`src/rtl/catgame_pkg.sv`:
```
// Shared types and default constants for the CatTrap push-button front end.
package catgame_pkg;

  // Per-channel debounce/auto-repeat state
  typedef enum logic [2:0] {
    IDLE,
    DB_PRESS,
    PULSE,
    HOLD,
    REPEAT,
    DB_RELEASE
  } btn_state_t;

  // Event outputs decoded from a channel state
  typedef struct packed {
    logic lvl;
    logic press;
    logic rpt;
  } btn_evt_t;

  // Defaults for a 100 MHz board clock
  localparam int DEF_NUM_BTNS        = 5;
  localparam int DEF_DEBOUNCE_CYCLES = 1_000_000;
  localparam int DEF_REPEAT_DELAY    = 50_000_000;
  localparam int DEF_REPEAT_PERIOD   = 20_000_000;
  localparam int DEF_CNT_W           = 26;

  // Button bit positions on the btn_* buses
  localparam int BTN_C = 0;
  localparam int BTN_U = 1;
  localparam int BTN_D = 2;
  localparam int BTN_L = 3;
  localparam int BTN_R = 4;

  // Moore decode: the game FSM only ever sees these three qualified events
  function automatic btn_evt_t btn_decode(input btn_state_t s);
    btn_evt_t e;
    e.press = (s == PULSE);
    e.rpt   = (s == PULSE) || (s == REPEAT);
    e.lvl   = (s == PULSE) || (s == HOLD) || (s == REPEAT) || (s == DB_RELEASE);
    return e;
  endfunction

endpackage

```
`src/rtl/btn_debounce_pulser_if.sv`:
```
// Button bus: raw pins in, debounced level / press / repeat events out.
interface btn_debounce_pulser_if #(
  parameter int NUM_BTNS = catgame_pkg::DEF_NUM_BTNS
);
  logic [NUM_BTNS-1:0] btn_raw;
  logic [NUM_BTNS-1:0] btn_level;
  logic [NUM_BTNS-1:0] btn_press;
  logic [NUM_BTNS-1:0] btn_repeat;

  // Board / stimulus side drives the pins and consumes the events
  modport master (output btn_raw, input btn_level, btn_press, btn_repeat);
  // Debouncer side
  modport slave  (input btn_raw, output btn_level, btn_press, btn_repeat);
endinterface

```
`src/rtl/btn_debounce_pulser_channel.sv`:
```
// One button channel: 2-flop synchroniser, debounce/auto-repeat FSM, shared counter.
module btn_channel
  import catgame_pkg::*;
#(
  parameter int DEBOUNCE_CYCLES = DEF_DEBOUNCE_CYCLES,
  parameter int REPEAT_DELAY    = DEF_REPEAT_DELAY,
  parameter int REPEAT_PERIOD   = DEF_REPEAT_PERIOD,
  parameter int CNT_W           = DEF_CNT_W
) (
  input  logic clk_i,
  input  logic rst_i,
  input  logic raw_i,
  output logic level_o,
  output logic press_o,
  output logic repeat_o
);

  // Terminal counts; each state compares before incrementing so cnt never wraps
  localparam logic [CNT_W-1:0] DB_LAST  = CNT_W'(DEBOUNCE_CYCLES - 1);
  localparam logic [CNT_W-1:0] RD_LAST  = CNT_W'(REPEAT_DELAY - 1);
  localparam logic [CNT_W-1:0] RP_LAST  = CNT_W'(REPEAT_PERIOD - 1);
  localparam logic [CNT_W-1:0] CNT_ONE  = CNT_W'(1);

  logic       sync1_q, sync2_q;
  btn_state_t state_q, state_d;
  logic [CNT_W-1:0] cnt_q, cnt_d;
  logic       rep_q, rep_d;
  btn_evt_t   evt;

  // Synchronise the asynchronous pin; the FSM only looks at sync2_q
  always_ff @(posedge clk_i or posedge rst_i) begin
    if (rst_i) begin
      sync1_q <= 1'b0;
      sync2_q <= 1'b0;
    end else begin
      sync1_q <= raw_i;
      sync2_q <= sync1_q;
    end
  end

  // State, counter and first-repeat-done flag
  always_ff @(posedge clk_i or posedge rst_i) begin
    if (rst_i) begin
      state_q <= IDLE;
      cnt_q   <= '0;
      rep_q   <= 1'b0;
    end else begin
      state_q <= state_d;
      cnt_q   <= cnt_d;
      rep_q   <= rep_d;
    end
  end

  // Next-state logic; pin level checks take priority over terminal counts
  always_comb begin
    state_d = state_q;
    cnt_d   = cnt_q;
    rep_d   = rep_q;
    case (state_q)
      IDLE: begin
        cnt_d = '0;
        if (sync2_q) state_d = DB_PRESS;
      end
      DB_PRESS: begin
        if (!sync2_q)            state_d = IDLE;
        else if (cnt_q == DB_LAST) state_d = PULSE;
        else                     cnt_d = cnt_q + CNT_ONE;
      end
      PULSE: begin
        state_d = HOLD;
        cnt_d   = '0;
        rep_d   = 1'b0;
      end
      HOLD: begin
        if (!sync2_q) begin
          state_d = DB_RELEASE;
          cnt_d   = '0;
        end else if (cnt_q == (rep_q ? RP_LAST : RD_LAST)) begin
          state_d = REPEAT;
        end else begin
          cnt_d = cnt_q + CNT_ONE;
        end
      end
      REPEAT: begin
        state_d = HOLD;
        cnt_d   = '0;
        rep_d   = 1'b1;
      end
      DB_RELEASE: begin
        // A short glitch low returns to HOLD with the repeat timer restarted
        if (sync2_q) begin
          state_d = HOLD;
          cnt_d   = '0;
        end else if (cnt_q == DB_LAST) begin
          state_d = IDLE;
          rep_d   = 1'b0;
        end else begin
          cnt_d = cnt_q + CNT_ONE;
        end
      end
      default: begin
        state_d = IDLE;
        cnt_d   = '0;
        rep_d   = 1'b0;
      end
    endcase
  end

  assign evt      = btn_decode(state_q);
  assign level_o  = evt.lvl;
  assign press_o  = evt.press;
  assign repeat_o = evt.rpt;

endmodule

```
`src/rtl/btn_debounce_pulser.sv`:
```
// Push-button front end: NUM_BTNS independent debounce/auto-repeat channels.
module btn_debounce_pulser
  import catgame_pkg::*;
#(
  parameter int NUM_BTNS        = DEF_NUM_BTNS,
  parameter int DEBOUNCE_CYCLES = DEF_DEBOUNCE_CYCLES,
  parameter int REPEAT_DELAY    = DEF_REPEAT_DELAY,
  parameter int REPEAT_PERIOD   = DEF_REPEAT_PERIOD,
  parameter int CNT_W           = DEF_CNT_W
) (
  input logic              ClkPort,
  input logic              Reset,
  btn_debounce_pulser_if.slave btn
);

  logic [NUM_BTNS-1:0] lvl, prs, rpt;

  for (genvar i = 0; i < NUM_BTNS; i++) begin : g_ch
    btn_channel #(
      .DEBOUNCE_CYCLES (DEBOUNCE_CYCLES),
      .REPEAT_DELAY    (REPEAT_DELAY),
      .REPEAT_PERIOD   (REPEAT_PERIOD),
      .CNT_W           (CNT_W)
    ) u_ch (
      .clk_i    (ClkPort),
      .rst_i    (Reset),
      .raw_i    (btn.btn_raw[i]),
      .level_o  (lvl[i]),
      .press_o  (prs[i]),
      .repeat_o (rpt[i])
    );
  end

  assign btn.btn_level  = lvl;
  assign btn.btn_press  = prs;
  assign btn.btn_repeat = rpt;

endmodule

```
`src/flat_wrapper.sv`:
```
// flat-port wrapper written by rule: the top's interface ports become plain ports
module btn_debounce_pulser_flat import catgame_pkg::*;
#(
  parameter int NUM_BTNS        = DEF_NUM_BTNS,
  parameter int DEBOUNCE_CYCLES = DEF_DEBOUNCE_CYCLES,
  parameter int REPEAT_DELAY    = DEF_REPEAT_DELAY,
  parameter int REPEAT_PERIOD   = DEF_REPEAT_PERIOD,
  parameter int CNT_W           = DEF_CNT_W
)
  (ClkPort, Reset, btn_btn_raw, btn_btn_level, btn_btn_press, btn_btn_repeat);
  btn_debounce_pulser_if #(.NUM_BTNS(NUM_BTNS)) btn_i ();
  input logic ClkPort;
  input logic Reset;
  input wire logic [$bits(btn_i.btn_raw)-1:0] btn_btn_raw;
  output wire logic [$bits(btn_i.btn_level)-1:0] btn_btn_level;
  output wire logic [$bits(btn_i.btn_press)-1:0] btn_btn_press;
  output wire logic [$bits(btn_i.btn_repeat)-1:0] btn_btn_repeat;
  assign btn_i.btn_raw = btn_btn_raw;
  assign btn_btn_level = btn_i.btn_level;
  assign btn_btn_press = btn_i.btn_press;
  assign btn_btn_repeat = btn_i.btn_repeat;
  btn_debounce_pulser #(.NUM_BTNS(NUM_BTNS), .DEBOUNCE_CYCLES(DEBOUNCE_CYCLES), .REPEAT_DELAY(REPEAT_DELAY), .REPEAT_PERIOD(REPEAT_PERIOD), .CNT_W(CNT_W)) u_core (.ClkPort(ClkPort), .Reset(Reset), .btn(btn_i));
endmodule
```
`config.mk`:
```
export PLATFORM = sky130hd
export DESIGN_NAME = btn_debounce_pulser_flat
export DESIGN_NICKNAME = d
export VERILOG_FILES = /design/src/rtl/catgame_pkg.sv /design/src/rtl/btn_debounce_pulser_if.sv /design/src/rtl/btn_debounce_pulser_channel.sv /design/src/rtl/btn_debounce_pulser.sv /design/src/flat_wrapper.sv
export SDC_FILE = /design/constraint.sdc
export NUM_CORES = 1
export LEC_CHECK = 0
export BUFFER_PORTS_ARGS = -buffer_cell sky130_fd_sc_hd__buf_2
export CORE_ASPECT_RATIO = 1.75
export CORE_MARGIN = 2
export CORE_UTILIZATION = 50
export DETAILED_ROUTE_END_ITERATION = 10
export PLACE_DENSITY = 0.75
export REMOVE_ABC_BUFFERS = 1
export SYNTH_ARGS = -nofsm -noshare
export SYNTH_HDL_FRONTEND = slang
export SYNTH_SLANG_ARGS = --single-unit
```
`constraint.sdc`:
```
create_clock -name ClkPort -period 7.5 [get_ports ClkPort]
set_input_delay 1.5 -clock ClkPort [delete_from_list [all_inputs] [get_ports ClkPort]]
set_output_delay 1.5 -clock ClkPort [all_outputs]
set_load 0.02 [all_outputs]
```
==> flow_summary_export.csv <==
group,metric,value,unit
synth,synthMostInstantiatedCell,"dfrtp_1",
clock_tree,clk_transition_reported_paths,0.07,ns
global_routing,globalRouteOverflowTotal,0,
synth,synthDominantAreaCellType,"dfrtp_1",
pwr,cellPowerDensity,196,nW/um^2
synth,ys_seq_area_share,41.4,%
floorplan,rows,67,
route,wl,24.0,mm
critical_path,critical_path.reg2reg.startpoint,"u_core.g_ch[3].u_ch.cnt_q[0]",
synth,synth_common_cells,"dfrtp_1, nor2_1, o21ai_0",
synth,postSynthCellCount,1165,
route,route.detailed.wl_per_inst,17.4,um
place,globalplace.congestion,0.919,
timing,worst_slew_margin_relative_to_its_limit,25.7,%
route,dr_wl_met3,921,um
final_layout,finish.net_count,1140,
global_routing,grt_max_degree,99,
critical_path,critical_path.n_buffers_inverters,0,
synth,synth.avg_cell_area,8.30,um^2
timing,timing.setup.tns,0,ns
pwr,maximum_vdd_drop,0.159,mV
critical_path,worst-endpoint-arrival,3.89,ns
place,placed_cells_incl_taps,1350,
clock_tree,clock_latency,0.44,ns
synth,yosysUniqueCellTypes,67,
final_layout,final-instance-count-excl-fill,1382,
synth,yosys_register_bits,160,
pwr,leakage,4.16,nW
route,vias,8965,
worst_hold_path,whs_endpoint,"u_core.g_ch[4].u_ch.sync2_q",
clock_tree,cts_max_path_buffers,2,
route,detail_route.wirelength.met1,9.34,mm
clock_tree,total_setup_buffers_inserted_after_cts,0,
critical_path,critical_path.startpoint_type,"flop",
final_layout,syn_to_final_growth,6.28,%
timing,setup-violations-final,0,
final_layout,final_layout_size_suffix_gt1_share,7.10,%
timing,final_hold_violations,0,
route,top_layer,"met4",
global_routing,grt_pass1_vias,8654,
clock_tree,root_buffer,"clkbuf_16",
timing,clock_skew,0.00905,ns
job,max-cap-violations,0,
route,routed-wl-met2,12.9,mm
timing,max_clock_freq,0.281,GHz
clock_tree,post_cts_resize_count,0,
critical_path,ff2ff_setup_slack,3.94,ns
critical_path,critical_path_top_delay_cell,"a22o_1",
critical_path,setup.worst_path.end_class,"flop",
synth,yosys_warns,0,
timing,report.final.slew_viol_count,0,
floorplan,initial_utilization,50.8,%
critical_path,r2r_end,"u_core.g_ch[3].u_ch.cnt_q[4]",
critical_path,critPathMaxFanout,27,
critical_path,crit_path_cell_trace,"ha_1 > nand3_1 > or4_1 > a221oi_2 > a22o_1 > or2_1 > or3_1 > o21ai_1",
floorplan,die_area,20500,um^2
clock_tree,ctsHoldBuffers,0,
synth,asyncSetResetFlopFracSynth,100,%
clock_tree,number_of_buffers_created_by_cts,17,
worst_hold_path,worstHoldPathCells,0,
route,firstDrtPassIters,5,
synth,synthTopCellsByArea,"dfrtp_1, o21ai_0, nor2_1",
final_layout,antenna_cells_inserted,0,
critical_path,timing.critical_path.slowest_cell_delay,0.79,ns
route,via_per_inst,6.49,
final_layout,core_occupancy_in_the_finished_layout,54.0,%
critical_path,crit_family,"simple AND/OR/NAND/NOR gates",
floorplan,boundaryPins,22,
place,buffer_ports.inserted,21,
floorplan,die_y,188,um
global_routing,grt_antenna_before_repair,0,
critical_path,worstPathRequired,7.83,ns
timing,layout_worst_path_cycle_share,47.5,%
timing,timing_worst_slew_pin_value,1.12,ns
critical_path,worst-setup-path-type,"flop to flop",
place,dp_hpwl,16.6,mm
synth,yosys.area.top_type_share,41.4,%
route,initialDrtViolationCount,591,
timing,rsz0062_at_grt,"false",
synth,synth.cell_area,9670,um^2
worst_hold_path,min-delay-path-class,"flop to flop",
critical_path,worst_r2r_path_depth,8,
floorplan,fp.coreArea,19000,um^2
global_routing,grt_use_total,24.4,%
floorplan,die-width,109,um
timing,layout_min_cycle_time,3.56,ns
route,route.detailed.drc,0,
synth,ys.flop_type,"dfrtp_1",
clock_tree,cts_tree,"yes",
clock_tree,cts_num_sinks,160,
global_routing,first_pass_grt_wire_length,40.4,mm
worst_hold_path,hold_path_origin,"u_core.g_ch[4].u_ch.sync1_q",
route,antenna_violating_nets_post_route,0,
clock_tree,clock_tree.htree_level_count,4,
synth,count_of_flip_flops_with_a_built_in_enable_after_synthesis,0,
outcome,outcome,"complete, no violations",
## per-stage QoR
step / power (mW) / area (um^2) / hold WS (ns) / worst slack [ns]
after floorplan: 1.09 / 9260 / 0.331 / 1.68
after global placement: 1.16 / 9700 / 0.334 / 3.98
after detailed placement: 1.16 / 9700 / 0.337 / 3.98
after CTS: 2.02 / 10300 / 0.346 / 3.97
after global routing: 2.10 / 10300 / 0.360 / 3.68
final: 2.01 / 10300 / 0.343 / 3.94
## registers in the layout, summed over array words and instances (netlist names)
register,cells
u_core.g_ch.u_ch.cnt_q,130
u_core.g_ch.u_ch.rep_q,5
u_core.g_ch.u_ch.state_q,15
u_core.g_ch.u_ch.sync1_q,5
u_core.g_ch.u_ch.sync2_q,5
## layer usage
layer | track usage (%) | vias up
li1 | - | 4242
met1 | 26.5 | 4370
met2 | 44.3 | 269
met3 | 4.31 | 84
met4 | 12.1 | 0
met5 | 0 | -
## cells in the final DEF, fill, tap and decap left out, drive strengths merged, types with 19 or more instances in the layout
cell	count
dfrtp	160
nand2	102
a21oi	73
a31oi	34
nor2	131
o21ai	131
inv	39
nand3	63
o31ai	40
buf	25
nor3	20
nand4	30
nor4	19
and3	26
## cell families after synthesis
group	after synthesis	share of synthesized area, %
simple gates	515	28.1
compound gates	351	22.5
flops	160	41.4
buf+inv	114	5.53
xor+xnor	16	1.45
fa+ha+maj	5	0.647
mux	4	0.414
## where the power goes
part	internal (mW)	total (mW)	switching, mW
registers	0.884	0.914	0.0305
logic	0.0689	0.233	0.164
clock network	0.466	0.863	0.397
## how the worst max path moves through the flow
stage,start,to,slack (ns),cells past startpoint
finish,u_core.g_ch[3].u_ch.cnt_q[0],u_core.g_ch[3].u_ch.cnt_q[4],3.94,8
global route,u_core.g_ch[3].u_ch.cnt_q[0],u_core.g_ch[3].u_ch.cnt_q[4],3.68,8
CTS,u_core.g_ch[3].u_ch.cnt_q[0],u_core.g_ch[3].u_ch.cnt_q[4],3.97,8
detailed placement,u_core.g_ch[3].u_ch.cnt_q[0],u_core.g_ch[3].u_ch.cnt_q[4],3.98,8
global placement,u_core.g_ch[3].u_ch.cnt_q[0],u_core.g_ch[3].u_ch.cnt_q[4],3.98,8
floorplan,Reset,u_core.g_ch[0].u_ch.cnt_q[0],1.68,1
## final cells by class
cell class	count	area, um^2
Timing Repair Buffer	25	135
Inverter	33	129
Tap cell	241	302
Clock buffer	17	425
Clock inverter	15	150
Fill cell	1724	8750
Multi-Input combinational cell	891	5130
Sequential cell	160	4000
Power figures use the tool's default switching activity.
